[src/rtl/text_console_ctrl.sv]
// Text console controller: turns a character stream into byte-lane writes on a
// 32-bit text RAM. Optional TEXTCON_CLEAR_ON_RESET_EN runs a full screen clear after reset.
module text_console_ctrl #(
    parameter int COLS = 80,
    parameter int ROWS = 25
) (
    input  logic        clk,
    input  logic        resetn,
    input  logic        char_valid,
    input  logic [7:0]  char_data,
    output logic        char_ready,
    input  logic        clear_req,
    output logic        busy,
    output logic [6:0]  cursor_col,
    output logic [4:0]  cursor_row,
    output logic [8:0]  write_address,
    output logic [31:0] write_data,
    output logic [3:0]  write_byteena,
    output logic        write_en
);

    typedef enum logic {
        IDLE,
        CLEAR
    } state_t;

    localparam int         WORDS     = COLS * ROWS / 4;
    localparam logic [8:0] LAST_WORD = 9'(WORDS - 1);
    localparam logic [6:0] COL_MAX   = 7'(COLS - 1);
    localparam logic [4:0] ROW_MAX   = 5'(ROWS - 1);

`ifdef TEXTCON_CLEAR_ON_RESET_EN
    localparam state_t RESET_STATE = CLEAR;
`else
    localparam state_t RESET_STATE = IDLE;
`endif

    state_t      state;
    state_t      state_next;
    logic [8:0]  clear_cnt;
    logic        accept;
    logic [10:0] row_base;
    logic [10:0] char_addr;
    logic [10:0] bs_addr;
    logic [6:0]  col_dec;

    assign busy       = (state == CLEAR);
    assign char_ready = (state == IDLE) && !clear_req;
    assign accept     = char_valid && char_ready;

    assign row_base  = 11'(cursor_row) * 11'(COLS);
    assign char_addr = row_base + 11'(cursor_col);
    assign col_dec   = cursor_col - 7'd1;
    assign bs_addr   = row_base + 11'(col_dec);

    always_ff @(posedge clk or negedge resetn) begin
        if (!resetn) begin
            state <= RESET_STATE;
        end else begin
            state <= state_next;
        end
    end

    always_comb begin
        state_next = state;
        case (state)
            IDLE: begin
                // A form feed only reaches here when no clear_req is pending, since it needs char_ready
                if (clear_req || (accept && char_data == 8'h0C)) begin
                    state_next = CLEAR;
                end
            end
            CLEAR: begin
                if (clear_cnt == LAST_WORD) begin
                    state_next = IDLE;
                end
            end
            default: state_next = IDLE;
        endcase
    end

    always_ff @(posedge clk or negedge resetn) begin
        if (!resetn) begin
            cursor_col    <= '0;
            cursor_row    <= '0;
            write_en      <= 1'b0;
            write_address <= '0;
            write_data    <= '0;
            write_byteena <= '0;
            clear_cnt     <= '0;
        end else begin
            write_en <= 1'b0;
            if (state == CLEAR) begin
                write_en      <= 1'b1;
                write_address <= clear_cnt;
                write_byteena <= 4'b1111;
                write_data    <= 32'h2020_2020;
                if (clear_cnt == LAST_WORD) begin
                    clear_cnt  <= '0;
                    cursor_col <= '0;
                    cursor_row <= '0;
                end else begin
                    clear_cnt <= clear_cnt + 9'd1;
                end
            end else if (accept) begin
                case (char_data)
                    8'h0D: cursor_col <= '0;
                    8'h0A: begin
                        cursor_col <= '0;
                        cursor_row <= (cursor_row == ROW_MAX) ? 5'd0 : cursor_row + 5'd1;
                    end
                    8'h08: begin
                        if (cursor_col != 7'd0) begin
                            cursor_col    <= col_dec;
                            write_en      <= 1'b1;
                            write_address <= bs_addr[10:2];
                            write_byteena <= 4'b0001 << bs_addr[1:0];
                            write_data    <= 32'h2020_2020;
                        end
                    end
                    8'h0C: begin
                    end
                    default: begin
                        write_en      <= 1'b1;
                        write_address <= char_addr[10:2];
                        write_byteena <= 4'b0001 << char_addr[1:0];
                        write_data    <= {4{char_data}};
                        // Wrap to the top of the screen instead of scrolling
                        if (cursor_col == COL_MAX) begin
                            cursor_col <= '0;
                            cursor_row <= (cursor_row == ROW_MAX) ? 5'd0 : cursor_row + 5'd1;
                        end else begin
                            cursor_col <= cursor_col + 7'd1;
                        end
                    end
                endcase
            end
        end
    end

endmodule

[config.mk]
export PLATFORM = sky130hd
export DESIGN_NAME = text_console_ctrl
export DESIGN_NICKNAME = d
export VERILOG_FILES = /design/src/rtl/text_console_ctrl.sv
export SDC_FILE = /design/constraint.sdc
export NUM_CORES = 1
export LEC_CHECK = 0
export ABC_CLOCK_PERIOD_IN_PS = 6200
export CAP_MARGIN = 20
export CORE_MARGIN = 2
export CORE_UTILIZATION = 47
export CTS_CLUSTER_DIAMETER = 60
export DETAILED_ROUTE_END_ITERATION = 10
export PLACE_DENSITY_LB_ADDON = 0.3
export SETUP_SLACK_MARGIN = 0.05
export SYNTH_ARGS = -nofsm -noshare
export SYNTH_HDL_FRONTEND = slang
export SYNTH_SLANG_ARGS = --single-unit
[constraint.sdc]
create_clock -name clk -period 6.2 [get_ports clk]
set_input_delay 1.24 -clock clk [delete_from_list [all_inputs] [get_ports clk]]
set_output_delay 1.24 -clock clk [all_outputs]
set_load 0.02 [all_outputs]
# Yosys cells after proc, flatten, opt, wreduce, memory -nomap -nowiden
# Index checks and enable logic that the tools add are counted.
# word_totals
ff_bits,68
in_bits,12
ram_bits,0
latchBits,0
wordCells,76
memories,0
romBits,0
# classes
bitwise_logic,1
n_lt_le_gt_ge,0
n_mul,1
muxes,32
shifts,2
n_eq_ne,12
n_reduce_logical,14
addsub,6
div,0
# ops
operator,count
two-way mux 32 bit,3
one-hot mux 32 bit (2 select lines),1
two-way mux 9 bit,4
two-way mux 7 bit,5
equality test 8 x 4 -> 1 bit (second input constant),4
two-way mux 5 bit,5
adder 11 x 7 -> 11 bit,2
one-hot mux 7 bit (3 select lines),1
one-hot mux 9 bit (2 select lines),1
two-way mux 4 bit,3
one-hot mux 5 bit (2 select lines),1
adder 9 x 1 -> 9 bit (second input constant),1
equality test 9 bit (second input constant),1
one-hot mux 4 bit (2 select lines),1
AND reduction 4 bit,2
left shift 1 x 2 -> 4 bit (first input constant),2
adder 7 x 1 -> 7 bit (second input constant),1
equality test 7 bit (second input constant),1
multiplier 5 x 3 -> 7 bit (second input constant),1
nonzero test 7 bit,1
subtractor 7 x 1 -> 7 bit (second input constant),1
inequality test 2 x 1 -> 1 bit (second input constant),3
OR reduction 3 bit,2
adder 5 x 1 -> 5 bit (second input constant),1
13 further kinds,20

# Longest topological paths before layout
# logic_depth
word_depth,7
mapped_depth,14
depth_no_buf,13

# Least setup slack after synthesis
# Ideal clock, no wire load.
# synth_path
kind,input-to-reg
from,input port char_data[1]
to,register write_address[8]
slack_ns,2.607
setup_ns,0.125
stages,13
arrival_time_ns,3.468
required_ns,6.075
cell_sequence,buf_2 -> nor3_1 -> nand3_1 -> clkbuf_1 -> nor2_1 -> xnor2_1 -> inv_1 -> fa_1 -> nor2b_1 -> o2111ai_1 -> a21oi_1 -> nor3_1 -> mux2_4
# synth_via
elab_chain_len,5
# synth_lines
item,line_no,source
start: declaration,10,"input logic [7:0] char_data,"
equality test 8 x 4 -> 1 bit,106,case (char_data)
OR reduction 3 bit (no source line),--,
one-hot mux 9 bit (2 select lines),106,
two-way mux 9 bit,105,end else if (accept) begin
two-way mux 9 bit,93,if (state == CLEAR) begin
end signal: assignment,95,write_address <= clear_cnt;
end signal: assignment,116,write_address <= bs_addr[10:2];
end signal: assignment,125,write_address <= char_addr[10:2];
end: declaration,16,"output logic [8:0] write_address,"
# Parallel ways exist; a longest one is shown, timed or not. The select of a mux whose other input is x is not followed.
# A chain may end at the register's enable or synchronous reset.

# Worst setup path after layout
# Same ends and word-level chain as after synthesis.

==> impl_metrics.json <==
{
  "fin_crit_ps": 4350,
  "slowest_delay_ps": 570,
  "max_slew_margin_pct": 44.4,
  "cts_sinks": 44,
  "nets": 411,
  "drive_above_1_share_pct": 7.59,
  "clockBufferDepth": 2,
  "yosys-top-cells-area": "dfrtp_1 35%, ha_1 6.4%, buf_4 5.7%, o21ai_0 3.4%, nor2_1 2.9%",
  "grt_first_pass_wirelength_microns": 13300,
  "synth_top_cell_area_share_pct": 35.1,
  "vias_per_cell": 5.88,
  "htreeDepth": 2,
  "critPathArrivalTime_ps": 4550,
  "rsz0062_at_grt": "no",
  "grt_max_degree": 45,
  "post-route-period-util_pct": 70.1,
  "yosysWarnings": 0,
  "diodes": 0,
  "ys_ff_latch": 44,
  "async_flop_share_pct": 100,
  "synth_edf_count": 0,
  "yosysTopAreaCell": "dfrtp_1",
  "cp.required_ps": 6400,
  "regToRegSetupSlack_ps": 3230,
  "syn_inst": 338,
  "avgSynthCellArea_sq_um": 9.28,
  "areaGrowthSynthToFinish_pct": 22.5,
  "tns_ps": 0,
  "initial_core_util_pct": 49.1,
  "power_frac_seq_pct": 46.7,
  "leakage_nw": 1.60,
  "gp_congestion": 0.924,
  "cts_root_buffer": "clkbuf_8",
  "postCtsSetupBuffers": 0,
  "maxCapViolCount": 0,
  "vdd_drop_max_v": 0.000145,
  "power.share.clock_pct": 29.2,
  "crit_slowest_cell": "clkdlybuf4s50_1",
  "routed_wl_microns": 7850,
  "maxSlewViolCount": 0,
  "cts_tree": "built",
  "wl_per_cell_microns": 17.1,
  "cts-hold-fix-buffers": 0,
  "rows": 29,
  "hpwl_microns": 5800,
  "ioPinCount": 72,
  "core_area_sq_um": 6390,
  "drt_iter0_markers": 203,
  "grt_usage_pct": 22.6,
  "clk_pin_slew_worst_paths_ps": 100,
  "swShare_pct": 31.7,
  "p_sw_w": 0.000254,
  "end_kind": "flop",
  "max_freq_mhz": 230,
  "dominantRegCellSynth": "dfrtp_1",
  "dr.pass1.iters": 4,
  "pwr-share-comb_pct": 24.1,
  "synth_area_sq_um": 3140,
  "grt_pass1_vias": 2668,
  "synth.net_count": 368,
  "setup_viol": 0,
  "critPathKind": "input pin to flop",
  "synth_cell_types": 61,
  "crit_family": "simple AND/OR/NAND/NOR gates",
  "tightest_slew_ps": 829,
  "power.internal_w": 0.000548,
  "dp.cells": 450,
  "hold_viol": 0,
  "cp_num_buf_inv": 3,
  "p_per_area_nw_per_um2": 209,
  "cts_made_buffers": 5,
  "outcome": "finished clean",
  "crit_path_max_fanout": 12,
  "finClkSkew_ps": 6.59,
  "finalNonFillerCells": 459,
  "vias": 2697,
  "fp.dieArea_sq_um": 7340,
  "die_h_microns": 85.7,
  "antenna_found_initial": 0,
  "die_w_microns": 85.7,
  "clk_latency_ps": 300,
  "path_cells": "clkdlybuf4s50_1, nor3_1, nand3_1, inv_1, nand2_1, xnor2_1, ha_1, inv_1, fa_1, nor2b_1, o2111ai_1, a21oi_1, nor3_1, mux2_4",
  "worstSetupStartpointType": "input pin",
  "netlist_top_cells_count": "44 x dfrtp_1, 24 x buf_4, 24 x nor2_1",
  "seq_area_frac_synth_pct": 35.1,
  "post-route-drc-count": 0,
  "antenna_left": 0,
  "grt_overflow": 0,
  "hold_class": "flop to flop",
  "io_buffer_count": 71,
  "yosysMostFrequentCell": "dfrtp_1",
  "post_cts_resized": 0
}
-- cell usage in the layout, fill, tap and decap left out, types with 3 or more instances in the layout --
cell type / netlist / routed
ha_1: 16 / 16
xor2_1: 9 / 9
nor2b_1: 3 / 3
nor3b_1: 3 / 3
a21o_1: 3 / 3
xnor2_1: 7 / 7
inv_1: 15 / 15
clkdlybuf4s50_1: 0 / 70
nand2_1: 20 / 20
nor2_1: 24 / 24
nand3_1: 11 / 11
mux2_4: 5 / 5
dfrtp_1: 44 / 44
nand2b_1: 7 / 7
a21oi_1: 17 / 17
mux2i_1: 4 / 4
and3_1: 3 / 3
o2111ai_1: 3 / 3
clkbuf_8: 0 / 5
a22o_1: 9 / 9
o21ai_0: 21 / 21
nor3_1: 11 / 11
o22a_1: 4 / 4
o211ai_1: 4 / 4
a211o_1: 4 / 4
or3_1: 5 / 5
nand4_1: 5 / 5
-- state kept, by name (all words and copies together) (netlist names) --
name	flops
write_en	1
write_address	9
clear_cnt	9
busy	1
write_data	8
write_byteena	4
cursor_row	5
cursor_col	7
-- area by class of cell --
type | instances | area (sq um)
repair buffers | 74 | 741
multi-input cells | 240 | 1730
flip-flops and latches | 44 | 1100
fillers | 579 | 2540
clock inverters | 3 | 46.3
well taps | 77 | 96.3
inverters | 16 | 60.1
clock buffers | 5 | 68.8
-- kinds of logic (layout without fill, tap and decap cells) --
family | after synthesis | after routing | share of synthesized area, %
muxes | 11 | 11 | 4.39
buffers and inverters | 54 | 98 | 9.81
DFF | 44 | 44 | 35.1
adders and majority gates | 18 | 18 | 7.66
xor gates and xnor gates | 16 | 16 | 4.47
AOI/OAI and AO/OA | 89 | 89 | 20.4
and+or+nand+nor | 106 | 106 | 18.2
-- power by group through the flow --
stage / combinational [W] / sequential [W] / clock [W]
global placement: 0.000186 / 0.000378 / 0
global route: 0.000214 / 0.000381 / 0.000249
finish: 0.000193 / 0.000375 / 0.000235
floorplan: 0.0000992 / 0.000389 / 0
CTS: 0.000193 / 0.000374 / 0.000238
detailed placement: 0.000192 / 0.000379 / 0
-- final timing paths --
path                                     to  depth (start not counted)        startpoint
setup / recovery           write_address[8]                         14      char_data[1]
hold / removal             write_address[5]                          1  write_address[5]
setup reg to reg           write_address[8]                         13     cursor_col[0]
hold reg to reg            write_address[5]                          1  write_address[5]
max in group asynchronous    write_data[28]                          2            resetn
min in group asynchronous     cursor_col[5]                          1            resetn
-- through the flow --
| stage | power (W) | setup slack, ps | util, % | instance area [sq um] | hold slack (ps) |
|---|---|---|---|---|---|
| after detailed placement | 0.000571 | 1550 | 58.0 | 3710 | 493 |
| final | 0.000802 | 1850 | 60.1 | 3840 | 520 |
| after floorplan | 0.000489 | 2610 | - | 3140 | 499 |
| after global routing | 0.000845 | 1510 | 60.1 | 3840 | 544 |
| after CTS | 0.000805 | 1870 | 59.8 | 3820 | 519 |
| after global placement | 0.000564 | 1680 | 58.0 | 3710 | 494 |
-- routing by layer --
metal  GRT usage [%]  wire length [microns]  vias to the layer above
met3            4.14                    436                       14
met5               0                      0                        -
met1            30.9                   3680                     1303
li1                -                      -                     1297
met4            6.93                    134                        0
met2            36.6                   3600                       83
(Power assumes the default switching activity.)
